$ cat src/rtl/demod_pkg.sv
// ============================================================================
// Module  : demod_pkg
// Brief   : Shared state encoding and default constants for the QPSK sequencer.
// Revision: 1.0 - initial release
// ============================================================================
`default_nettype none

package demod_pkg;

    localparam int DATA_W              = 19;
    localparam int SPS_DEFAULT         = 8;
    localparam int LOCK_THRESH_DEFAULT = 2048;
    localparam int LOCK_COUNT_DEFAULT  = 16;

    typedef enum logic [2:0] {
        IDLE   = 3'd0,
        FLUSH  = 3'd1,
        SETTLE = 3'd2,
        RUN    = 3'd3,
        DRAIN  = 3'd4
    } state_t;

endpackage

`default_nettype wire

$ cat src/rtl/demod_lock_detect.sv
// ============================================================================
// Module  : demod_lock_detect
// Brief   : Counts consecutive strong-amplitude symbols and flags constellation lock.
// Revision: 1.0 - initial release
// ============================================================================
`default_nettype none

module demod_lock_detect
    import demod_pkg::*;
#(
    parameter int DATA_W      = demod_pkg::DATA_W,
    parameter int LOCK_THRESH = LOCK_THRESH_DEFAULT,
    parameter int LOCK_COUNT  = LOCK_COUNT_DEFAULT
) (
    input  logic                     clk,
    input  logic                     rst_n,
    input  logic                     clr_i,
    input  logic                     strobe_i,
    input  logic signed [DATA_W-1:0] i_sample_i,
    input  logic signed [DATA_W-1:0] q_sample_i,
    output logic                     locked_o
);

    localparam int                c_cnt_w   = $clog2(LOCK_COUNT + 1);
    localparam logic [c_cnt_w-1:0] c_cnt_max = c_cnt_w'(LOCK_COUNT);
    localparam logic [DATA_W-1:0]  c_thresh  = DATA_W'(LOCK_THRESH);

    // The most negative code has no positive twin, so it folds onto full scale.
    function automatic logic [DATA_W-2:0] sat_mag(input logic signed [DATA_W-1:0] x);
        logic signed [DATA_W-1:0] neg;
        neg = -x;
        if (x[DATA_W-1] && (x[DATA_W-2:0] == '0)) begin
            sat_mag = '1;
        end else if (x[DATA_W-1]) begin
            sat_mag = neg[DATA_W-2:0];
        end else begin
            sat_mag = x[DATA_W-2:0];
        end
    endfunction

    logic [DATA_W-2:0]  w_mag_i;
    logic [DATA_W-2:0]  w_mag_q;
    logic               w_good;
    logic [c_cnt_w-1:0] cnt_q, cnt_d;
    logic               locked_q, locked_d;

    assign w_mag_i = sat_mag(i_sample_i);
    assign w_mag_q = sat_mag(q_sample_i);
    assign w_good  = ({1'b0, w_mag_i} >= c_thresh) && ({1'b0, w_mag_q} >= c_thresh);

    always_comb begin
        cnt_d = cnt_q;
        if (clr_i) begin
            cnt_d = '0;
        end else if (strobe_i) begin
            if (!w_good) begin
                cnt_d = '0;
            end else if (cnt_q != c_cnt_max) begin
                cnt_d = cnt_q + 1'b1;
            end
        end
        locked_d = (cnt_d == c_cnt_max);
    end

    always_ff @(posedge clk) begin
        if (!rst_n) begin
            cnt_q    <= '0;
            locked_q <= 1'b0;
        end else begin
            cnt_q    <= cnt_d;
            locked_q <= locked_d;
        end
    end

    assign locked_o = locked_q;

endmodule

`default_nettype wire

$ cat src/rtl/demod_sequencer.sv
// ============================================================================
// Module  : demod_sequencer
// Brief   : Flush/settle/run sequencer, symbol strobe and I-first bit slicer.
//           Lock detector compiled in when DEMOD_SEQ_LOCK_EN is defined.
// Revision: 1.0 - initial release
// ============================================================================
`default_nettype none

module demod_sequencer
    import demod_pkg::*;
#(
    parameter int SPS           = SPS_DEFAULT,
    parameter int SETTLE_CYCLES = 32,
    parameter int FLUSH_CYCLES  = 4,
    parameter int DATA_W        = demod_pkg::DATA_W,
    parameter int LOCK_THRESH   = LOCK_THRESH_DEFAULT,
    parameter int LOCK_COUNT    = LOCK_COUNT_DEFAULT
) (
    input  logic                     clk,
    input  logic                     rst_n,
    input  logic                     start,
    input  logic                     stop,
    input  logic [$clog2(SPS)-1:0]   phase_sel,
    input  logic signed [DATA_W-1:0] I_filtered,
    input  logic signed [DATA_W-1:0] Q_filtered,
    output logic                     filt_en,
    output logic                     filt_clr,
    output logic                     sym_strobe,
    output logic                     bit_out,
    output logic                     bit_valid,
    output logic                     busy,
    output logic                     locked
);

    localparam int                 c_ph_w      = $clog2(SPS);
    localparam int                 c_tmr_max   = (SETTLE_CYCLES > FLUSH_CYCLES) ? SETTLE_CYCLES : FLUSH_CYCLES;
    localparam int                 c_tmr_w     = $clog2(c_tmr_max + 1);
    localparam logic [c_tmr_w-1:0] c_flush_ld  = c_tmr_w'(FLUSH_CYCLES - 1);
    localparam logic [c_tmr_w-1:0] c_settle_ld = c_tmr_w'(SETTLE_CYCLES - 1);
    localparam logic [c_ph_w-1:0]  c_ph_last   = c_ph_w'(SPS - 1);
    localparam logic [c_ph_w-1:0]  c_q_delay   = c_ph_w'(SPS / 2 - 1);

    state_t              state_q, state_d;
    logic [c_tmr_w-1:0]  tmr_q, tmr_d;
    logic [c_ph_w-1:0]   pcnt_q, pcnt_d;
    logic [c_ph_w-1:0]   phase_q, phase_d;
    logic                qpend_q, qpend_d;
    logic                qbit_q, qbit_d;
    logic [c_ph_w-1:0]   qcnt_q, qcnt_d;
    logic                filt_en_q, filt_en_d;
    logic                filt_clr_q, filt_clr_d;
    logic                strobe_q, strobe_d;
    logic                bit_out_q, bit_out_d;
    logic                bit_valid_q, bit_valid_d;
    logic                busy_q, busy_d;

    logic                w_take;
    logic                w_q_emit;
    logic                w_lock_clr;

    // strobe_q can only be high while in RUN; a simultaneous stop drops the symbol.
    assign w_take     = strobe_q && !stop;
    assign w_q_emit   = qpend_q && (qcnt_q == '0);
    assign w_lock_clr = (state_q != RUN) && (state_q != DRAIN);

    always_comb begin
        state_d     = state_q;
        tmr_d       = tmr_q;
        pcnt_d      = '0;
        phase_d     = phase_q;
        qpend_d     = qpend_q;
        qbit_d      = qbit_q;
        qcnt_d      = qcnt_q;
        strobe_d    = 1'b0;
        bit_out_d   = 1'b0;
        bit_valid_d = 1'b0;
        filt_en_d   = (state_q != IDLE);
        filt_clr_d  = (state_q == FLUSH);
        busy_d      = (state_q != IDLE);

        case (state_q)
            IDLE: begin
                if (start && !stop) begin
                    state_d = FLUSH;
                    tmr_d   = c_flush_ld;
                    phase_d = phase_sel;
                end
            end
            FLUSH: begin
                if (stop) begin
                    state_d = IDLE;
                end else if (tmr_q == '0) begin
                    state_d = SETTLE;
                    tmr_d   = c_settle_ld;
                end else begin
                    tmr_d = tmr_q - 1'b1;
                end
            end
            SETTLE: begin
                if (stop) begin
                    state_d = IDLE;
                end else if (tmr_q == '0) begin
                    state_d = RUN;
                end else begin
                    tmr_d = tmr_q - 1'b1;
                end
            end
            RUN: begin
                pcnt_d = (pcnt_q == c_ph_last) ? '0 : pcnt_q + 1'b1;
                if (stop) begin
                    state_d = (qpend_q && !w_q_emit) ? DRAIN : IDLE;
                end else begin
                    strobe_d = (pcnt_q == phase_q);
                end
            end
            DRAIN: begin
                if (w_q_emit) begin
                    state_d = IDLE;
                end
            end
            default: begin
                state_d = IDLE;
            end
        endcase

        if (qpend_q && ((state_q == RUN) || (state_q == DRAIN))) begin
            if (w_q_emit) begin
                bit_valid_d = 1'b1;
                bit_out_d   = qbit_q;
                qpend_d     = 1'b0;
            end else begin
                qcnt_d = qcnt_q - 1'b1;
            end
        end

        if (w_take) begin
            bit_valid_d = 1'b1;
            bit_out_d   = !I_filtered[DATA_W-1];
            qpend_d     = 1'b1;
            qbit_d      = !Q_filtered[DATA_W-1];
            qcnt_d      = c_q_delay;
        end
    end

    always_ff @(posedge clk) begin
        if (!rst_n) begin
            state_q     <= IDLE;
            tmr_q       <= '0;
            pcnt_q      <= '0;
            phase_q     <= '0;
            qpend_q     <= 1'b0;
            qbit_q      <= 1'b0;
            qcnt_q      <= '0;
            filt_en_q   <= 1'b0;
            filt_clr_q  <= 1'b0;
            strobe_q    <= 1'b0;
            bit_out_q   <= 1'b0;
            bit_valid_q <= 1'b0;
            busy_q      <= 1'b0;
        end else begin
            state_q     <= state_d;
            tmr_q       <= tmr_d;
            pcnt_q      <= pcnt_d;
            phase_q     <= phase_d;
            qpend_q     <= qpend_d;
            qbit_q      <= qbit_d;
            qcnt_q      <= qcnt_d;
            filt_en_q   <= filt_en_d;
            filt_clr_q  <= filt_clr_d;
            strobe_q    <= strobe_d;
            bit_out_q   <= bit_out_d;
            bit_valid_q <= bit_valid_d;
            busy_q      <= busy_d;
        end
    end

    assign filt_en    = filt_en_q;
    assign filt_clr   = filt_clr_q;
    assign sym_strobe = strobe_q;
    assign bit_out    = bit_out_q;
    assign bit_valid  = bit_valid_q;
    assign busy       = busy_q;

`ifdef DEMOD_SEQ_LOCK_EN
    demod_lock_detect #(
        .DATA_W      (DATA_W),
        .LOCK_THRESH (LOCK_THRESH),
        .LOCK_COUNT  (LOCK_COUNT)
    ) u_lock (
        .clk        (clk),
        .rst_n      (rst_n),
        .clr_i      (w_lock_clr),
        .strobe_i   (w_take),
        .i_sample_i (I_filtered),
        .q_sample_i (Q_filtered),
        .locked_o   (locked)
    );
`else
    logic w_unused_lock;
    assign w_unused_lock = ^{I_filtered[DATA_W-2:0], Q_filtered[DATA_W-2:0], w_lock_clr,
                             (LOCK_THRESH != 0), (LOCK_COUNT != 0)};
    assign locked        = 1'b0;
`endif

endmodule

`default_nettype wire

$ cat config.mk
export PLATFORM = sky130hd
export DESIGN_NAME = demod_sequencer
export DESIGN_NICKNAME = d
export VERILOG_FILES = /design/src/rtl/demod_pkg.sv /design/src/rtl/demod_lock_detect.sv /design/src/rtl/demod_sequencer.sv
export SDC_FILE = /design/constraint.sdc
export NUM_CORES = 1
export LEC_CHECK = 0
export CAP_MARGIN = 10
export CORE_MARGIN = 10
export CORE_UTILIZATION = 38
export CTS_CLUSTER_DIAMETER = 150
export CTS_CLUSTER_SIZE = 20
export DETAILED_ROUTE_END_ITERATION = 6
export PLACE_DENSITY = 0.75
export REMOVE_ABC_BUFFERS = 1
export SYNTH_ARGS = -nofsm -noshare
export SYNTH_HDL_FRONTEND = slang
export SYNTH_SLANG_ARGS = --single-unit
export TNS_END_PERCENT = 30
$ cat constraint.sdc
create_clock -name clk -period 1.6 [get_ports clk]
set_input_delay 0.32 -clock clk [delete_from_list [all_inputs] [get_ports clk]]
set_output_delay 0.32 -clock clk [all_outputs]
set_load 0.01 [all_outputs]
## After elaboration in Yosys (flattened, before gate mapping)

Cells that the tools add are included.

- Add/sub/neg operators: 3
- Eq/ne operators: 15
- Multiplexer cells: 27
- Bitwise gates (word level): 3
- Reduce and logical (&&, ||, !) cells: 26

Operators by type and width:

| kind | count |
|---|---|
| $mux 6 | 5 |
| $mux 3 | 8 |
| $pmux 6 s3 | 1 |
| $pmux 3 s5 | 1 |
| $ne 2x2->1 const B | 7 |
| $reduce_and 5->1 | 2 |
| $mux 1 | 9 |
| $reduce_and 2->1 | 4 |
| $eq 3x2->1 const B | 2 |
| $eq 3x3->1 const B | 2 |
| $logic_not 3->1 | 2 |
| $logic_not 6->1 | 1 |
| $mux 2 | 3 |
| $reduce_bool 3->1 | 2 |
| $reduce_or 3->1 | 2 |
| $sub 6x1->6 const B | 1 |
| $logic_and 1x1->1 | 5 |
| $logic_not 1->1 | 4 |
| $reduce_bool 2->1 | 2 |
| $add 3x1->3 const B | 1 |
| $eq 3x1->1 const B | 1 |
| $eq 3x3->1 | 1 |
| $ne 3x2->1 const B | 1 |
| $ne 3x3->1 const B | 1 |
| other kinds (4) | 6 |

- Flip-flop bits (word level): 25
- Bits of input ports: 45
- Output and inout port bits: 7
- Word-level logic and storage cells: 87

## Logic depth before layout (Yosys ltp)

Gate-level depths: netlist (run 1).

- Word-level depth: 7
- Gate-level depth with buffers: 6
- Gate-level depth less buffers: 6

## Least setup slack after synthesis (run 1)

OpenSTA, ideal clock, no wires.

- Path type: flip-flop to flip-flop
- From: register tmr_q[0]
- To: register tmr_q[3]
- Setup time: 119 ps
- Arrival: 1448 ps
- Required time: 1481 ps
- Path slack: 33 ps
- Cell stages (with the launch flop): 7
- Buffers on the path: 0
- Period minus slack after synthesis: 1567 ps
- Path through: dfxtp_1 > inv_1 > ha_1 > nor3b_2 > a2111oi_4 > nor2_2 > o221a_1

- Word-level cells in the longest chain between the ends: 4
- Elaborated cells between the ends (all ways): 9
- Those cells by class: 1 x add/sub; 1 x eq/ne; 5 x mux; 2 x reduce/logical

RTL lines:

| item | RTL line | RTL |
|---|---|---|
| from (decl) | demod_sequencer.sv:44 | `logic [c_tmr_w-1:0] tmr_q, tmr_d;` |
| from (signal assigned) | demod_sequencer.sv:162 | `tmr_q <= tmr_d;` |
| $sub 6x1->6 or $logic_not 6->1 (tied branches) | n/a |  |
| $mux 6 (on tied branches) | demod_sequencer.sv:102, demod_sequencer.sv:92 |  |
| $mux 6 (on tied branches) | demod_sequencer.sv:100, demod_sequencer.sv:90 |  |
| $pmux 6 s3 | demod_sequencer.sv:81 | `case (state_q)` |

Several ways; a longest one is shown, not always the timed one. The select of a mux whose other input is x is not followed.
A chain may end at the register's enable or synchronous reset.

## Final worst setup path (run 1)

- From: register tmr_q[1]
- To: register tmr_q[2]

The elaborated chain is that of the path after synthesis.

==> results of run 1 <==
## critical path: cells and delay by family (launching register included)
kind	cells	cell delay [ns]
AO/OA/AOI/OAI	3	0.55
AND/OR/NAND/NOR	1	0.40
flip-flops	1	0.35
adder cells (fa/ha/maj)	1	0.14
buffers and inverters	1	0.07
## final cells by class
type | instances | area (µm²) | area share
well taps | 44 | 55.1 | 0.0345
multi-input cells | 96 | 721 | 0.452
clock buffers | 4 | 26.3 | 0.0165
repair buffers | 28 | 250 | 0.157
flip-flops and latches | 25 | 504 | 0.316
inverters | 10 | 37.5 | 0.0235
## synthesized netlist by cell type, types with 2 or more instances
master / n / area, µm²
dfxtp_1: 25 / 500
nor2_1: 13 / 48.8
inv_1: 10 / 37.5
a21oi_1: 8 / 40.0
nor3_1: 7 / 35.0
ha_1: 5 / 62.6
nand2_1: 5 / 18.8
o21ai_0: 5 / 25.0
mux2i_1: 4 / 40.0
xnor2_1: 4 / 35.0
clkbuf_1: 3 / 11.3
nand2b_1: 3 / 18.8
nand3_1: 3 / 15.0
o221a_1: 3 / 33.8
or2_2: 3 / 18.8
a211oi_1: 2 / 15.0
and2_1: 2 / 12.5
buf_2: 2 / 10.0
buf_4: 2 / 15.0
nor3b_2: 2 / 25.0
o2111ai_1: 2 / 17.5
o211ai_1: 2 / 15.0
## power breakdown
part	leakage, nW	internal, mW	total (mW)	switching [mW]
registers	0.204	0.641	0.660	0.0190
clock network	0.0150	0.0980	0.287	0.189
logic	0.433	0.111	0.210	0.0990
total	0.652	0.850	1.16	0.307
## layout by cell type (no fill, tap or decap), types with 2 or more instances in the layout
| cell | instances |
|---|---|
| xnor2_1 | 4 |
| nand2b_1 | 3 |
| dfxtp_1 | 22 |
| clkdlybuf4s50_1 | 12 |
| nor2_1 | 13 |
| clkbuf_4 | 3 |
| nor3_1 | 6 |
| a21oi_1 | 8 |
| mux2i_1 | 4 |
| and2_1 | 2 |
| nand2_1 | 5 |
| ha_1 | 4 |
| o221a_1 | 3 |
| buf_4 | 14 |
| or2_2 | 3 |
| dfxtp_2 | 3 |
| inv_2 | 2 |
| o21ai_0 | 5 |
| o2111ai_1 | 2 |
| nand3_1 | 3 |
| dlymetal6s2s_1 | 2 |
| inv_1 | 8 |
| o211ai_1 | 2 |
## cells by family (layout without fill, tap and decap cells)
group,Yosys count,count (layout),synth area share
flops,25,25,0.394
compound gates,34,34,0.220
buf+inv,18,42,0.0670
simple gates,47,47,0.201
mux,4,4,0.0315
fa+ha+maj,5,5,0.0493
other cells,1,1,0.00295
xor+xnor,5,5,0.0345
## how the worst max path moves through the flow
stage	end	slack (ns)	depth (start not counted)
2_1_floorplan	tmr_q[3]	0.03	6
5_1_grt	tmr_q[4]	-0.07	6
4_1_cts	tmr_q[3]	-0.01	6
3_3_place_gp	tmr_q[3]	-0.21	5
3_5_place_dp	tmr_q[3]	-0.21	5
6_report	tmr_q[2]	0.0001	6
## state kept, by name, indices dropped and copies added (netlist names)
name	flops
busy	1
bit_valid	1
qpend_q	1
qcnt_q	3
bit_out	1
qbit_q	1
state_q	3
sym_strobe	1
tmr_q	6
phase_q	3
filt_clr	1
pcnt_q	3
## layer usage
metal  GRT usage  vias up
met5           0        -
met4      0.0748        0
met3      0.0150        5
met2       0.164       17
met1       0.108      509
li1            -      544
## stage by stage
| step | setup WS [ns] | setup TNS (ns) |
|---|---|---|
| floorplan | 0.0331 | 0 |
| global placement | -0.206 | -1.31 |
| detailed placement | -0.206 | -1.33 |
| CTS | -0.0125 | -0.0125 |
| global route | -0.0697 | -0.237 |
| finish | 0.000130 | 0 |
## repair_timing
| action | 4_1_cts | 5_1_grt |
|---|---|---|
| endpoints found under the setup margin | 5 | 10 |
| setup buffers | 2 | 0 |
| gates resized for setup | 9 | 5 |
| hold buffers | 0 | 0 |
| pin swaps | 8 | 3 |
==> metrics.md, run 1 <==
| Metric | Value |
|---|---|
| Status | completed |
| Top-Level Pins | 52 |
| Antenna violations before repair | 0 |
| Register area share after synthesis | 0.394 |
| Synth Area per Inst | between 9 and 10 µm² |
| R2R setup slack | roughly 0.00013 ns |
| Synth Register Bits | 25 |
| Reg-to-reg endpoint | tmr_q[2] |
| Hold_ws | between 0.4 and 0.5 ns |
| Layout cells sized above 1 | 0.221 |
| Yosys cell types | 46 |
| Crit path time final | ~1.6 ns |
| CP required | 1.84 ns |
| Num rows | 20 |
| Root buffer cell | clkbuf_4 |
| Non-filler instance count after layout | 207 |
| Crit path arrival time | 1.84 ns |
| Area growth, synth to finish | 25.5% |
| Placed Area | about 1500 µm² |
| Clock Path Buffers | 2 |
| Final Util | 0.510 |
| Max Clk Rate | between 600 and 700 MHz |
| Tot GR Track Use | 0.0977 |
| Sink Count | 25 |
| GPL Wtd Cong | 0.905 |
| CP Launch Point | tmr_q[1] |
| Nature of the critical path startpoint | flip-flop |
| Critical-path top delay cell | or3b_4 |
| Vias in the first global route | roughly 1100 |
| Starting DRC count in detailed routing | between 50 and 60 |
| HPWL after DPL | slightly above 2 mm |
| DR WL met2 | about 1.4 mm |
| Largest net degree at the start of global routing | 14 |
| Core area | about 3100 µm² |
| Worst Hold Launch | qbit_q |
| Full die area | just over 6000 µm² |
| Die Width | just under 80 µm |
| Die height | 77.8 µm |
| Final Cell Area | about 1600 µm² |
| Crit end category | flip-flop |
| Met3 wire len | ~96 µm |
| Vias | between 1000 and 1500 |
| Hold path endpoint | qbit_q |
| Grt total ovfl | 0 |
| Met1 WL | about 1.2 mm |
| CTS Buf Count | 3 |
| Design Power | about 1.2 mW |
| Fin. max-slew vios | 0 |
| Placed Cells | roughly 200 |
| Warnings, synthesis | 0 |
| Final worst path period share | 1.00 |
| Type of the worst setup path | flip-flop to flip-flop |
| Clock skew | 0.00936 ns |
| WL final | between 2 and 3 mm |
| Post-route ant nets | 0 |
| VDD IR max | between 0.3 and 0.4 mV |
| IO Port Bufs | 14 |
| CP max stage delay | ~0.40 ns |
| Residual DRC count | 0 |
| Final setup vio count | 0 |
| Hold crit path type | flip-flop to flip-flop |
| WL/cell | 13.3 µm |
| Max-cap violations | 0 |
| Worst r2r path cells | 6 |
| Crit Path Max Fanout | 4 |
| RSZ-0062 raised after global routing | yes |
| Fillers | about 300 |
| Clock latency on the worst-skew pair | approximately 0.33 ns |
| Clock transition at path regs | ~0.13 ns |
| 1st-pass router iterations | 4 |
| # diodes | 0 |
| Post-Syn Instances | 139 |
| Post-synthesis cell area | about 1300 µm² |
| Post-synth EDFFs | 0 |
| CP cell instances | inv_2, ha_4, or3b_4, o2111ai_2, a21boi_1, o221a_1 |
| Crit Reg-Reg Startpoint | tmr_q[1] |
| TritonCTS clock tree | done |
| Global-route wire length before repair | roughly 5 mm |
| Initial core utilization | 0.406 |
| H-tree level count | 1 |
| P_leak | between 0.6 and 0.7 nW |
| Pwr/cell area | slightly above 700 nW/µm² |
| Synth Flop Type | dfxtp_1 |
| DR top layer | met4 |
| Final Hold Vio Count | 0 |
| Hold Path Cell Cnt | 2 |
| Via density | just over 5 |
| NumNets Final | roughly 210 |
| Post-synth ARST share | 0 |
No activity file was read; power rests on OpenSTA's default activity.
==> run 2, diff against run 1 <==
--- a/config.mk
+++ b/config.mk
@@ -5,14 +5,12 @@
 export SDC_FILE = /design/constraint.sdc
 export NUM_CORES = 1
 export LEC_CHECK = 0
-export CAP_MARGIN = 10
 export CORE_MARGIN = 10
 export CORE_UTILIZATION = 38
 export CTS_CLUSTER_DIAMETER = 150
 export CTS_CLUSTER_SIZE = 20
 export DETAILED_ROUTE_END_ITERATION = 6
 export PLACE_DENSITY = 0.75
-export REMOVE_ABC_BUFFERS = 1
 export SYNTH_ARGS = -nofsm -noshare
 export SYNTH_HDL_FRONTEND = slang
 export SYNTH_SLANG_ARGS = --single-unit
==> metrics.md, run 2 (synthesized netlist as in run 1, its figures left out) <==
| Metric | Value |
|---|---|
| Full die area | 6050 µm² |
| Final setup vio count | 0 |
| Multi-input logic area | between 700 and 800 µm² |
| Max-cap violations | 0 |
| Placed Area | between 1500 and 2000 µm² |
| Antenna violations before repair | 0 |
| Hold crit path type | flip-flop to flip-flop |
| Biggest register | tmr_q |
| 1st-pass router iterations | 4 |
| Vias in the first global route | between 1000 and 1500 |
| Crit path arrival time | between 1.5 and 2 ns |
| Via density | 5.13 |
| Sink Count | 25 |
| Crit path time final | ~1.6 ns |
| H-tree level count | 1 |
| Clock Path Buffers | 2 |
| Vias | around 1100 |
| Grt total ovfl | 0 |
| Initial core utilization | 0.406 |
| Fin. max-slew vios | 0 |
| RSZ-0062 raised after global routing | yes |
| Starting DRC count in detailed routing | 114 |
| NumNets Final | ~220 |
| Fillers | 285 |
| Nature of the critical path startpoint | flip-flop |
| Layout cells sized above 1 | 0.220 |
| Clock skew | 0.0130 ns |
| CP required | between 1.5 and 2 ns |
| CTS Buf Count | 3 |
| WL/cell | between 10 and 15 µm |
| Final Util | 0.511 |
| Max Clk Rate | between 600 and 700 MHz |
| Residual DRC count | 0 |
| Top-Level Pins | 52 |
| Pwr/cell area | around 740 nW/µm² |
| Final Cell Area | between 1500 and 2000 µm² |
| Most common cell after layout, fill and taps aside | dfxtp_1 |
| Die height | 77.8 µm |
| TritonCTS clock tree | done |
| Syn_nets | between 150 and 200 |
| Crit end category | flip-flop |
| GPL Wtd Cong | approximately 0.8 |
| HPWL after DPL | approximately 2.0 mm |
| Most frequent cells in the layout | 23 x dfxtp_1, 14 x buf_4, 13 x nor2_1, 13 x clkdlybuf4s50_1 |
| Root buffer cell | clkbuf_4 |
| Max FFs per register | 6 |
| WL final | between 2 and 3 mm |
| Final Hold Vio Count | 0 |
| Clock power frac | 0.263 |
| Type of the worst setup path | flip-flop to flip-flop |
| CTS Hold Bufs | 0 |
| IO Port Bufs | 14 |
| Die Width | roughly 80 µm |
| Num rows | 20 |
| Largest net degree at the start of global routing | 17 |
| Final worst path period share | 0.999 |
| Global-route wire length before repair | 4.52 mm |
| Clock latency on the worst-skew pair | between 0.3 and 0.4 ns |
| FF+latch area | 503 µm² |
| Crit Path Max Fanout | 4 |
| P_sw | roughly 330 µW |
| P_leak | 0.629 nW |
| Post-route ant nets | 0 |
| Comb power frac | 0.181 |
| Status | completed |
| # diodes | 0 |
| Clock transition at path regs | ~0.15 ns |
| Pint | 858 µW |
| Register share of total power | 0.556 |
| Tot GR Track Use | 0.0876 |
| Sw frac | 0.276 |
| VDD IR max | approximately 0.55 mV |
| Area growth, synth to finish | 25.8% |
| Core area | about 3100 µm² |
## run 2: repair_timing
action | CTS | global route
setup buffers | 3 | 0
resized for setup | 10 | 2
setup endpoints to repair | 8 | 6
pin swaps | 6 | 2
## run 2: per-layer routing
layer	GRT usage	vias to the layer above	share of wire
met2	0.157	22	0.47
met3	0.0219	4	0.050
li1	-	546	-
met1	0.0964	495	0.46
met5	0	-	0
met4	0.0347	0	0.014
## run 2: worst max-delay path, stage by stage (launching register included)
cell and delay [ns]:
dfxtp_2 0.36, inv_2 0.07, ha_4 0.14, or3b_4 0.39, o2111ai_2 0.19, a21oi_1 0.09, o221a_1 0.24
## run 2: power by group through the flow
stage | Combinational [mW] | Clock, mW | Sequential, mW
2_1_floorplan | 0.117 | 0 | 0.665
3_3_place_gp | 0.184 | 0 | 0.669
3_5_place_dp | 0.189 | 0 | 0.670
4_1_cts | 0.210 | 0.321 | 0.659
5_1_grt | 0.236 | 0.347 | 0.662
6_report | 0.214 | 0.312 | 0.660
## run 2: per-stage QoR
step	setup WS (ns)	hold WS (ns)	total power [mW]	std cells	TNS, ns
floorplan	0.0331	0.397	0.782	139	0
global placement	-0.221	0.450	0.853	201	-1.47
detailed placement	-0.225	0.475	0.858	201	-1.73
CTS	-0.0165	0.497	1.19	208	-0.0233
global route	-0.0931	0.525	1.25	208	-0.330
finish	0.00216	0.490	1.19	208	0
## run 2: worst paths after layout
path | startpoint | to | slack (ns) | depth (start not counted)
setup / recovery | tmr_q[1] | tmr_q[4] | 0.002 | 6
hold / removal | qbit_q | qbit_q | 0.49 | 2
setup reg to reg | tmr_q[1] | tmr_q[4] | 0.002 | 6
hold reg to reg | qbit_q | qbit_q | 0.49 | 2
## run 2: final cells by class
cell class	instances	area share
Inverter	10	0.0235
Clock inverter	1	0.00548
Tap cell	44	0.0345
Clock buffer	3	0.0141
Sequential cell	25	0.315
Multi-Input combinational cell	96	0.448
Timing Repair Buffer	29	0.160
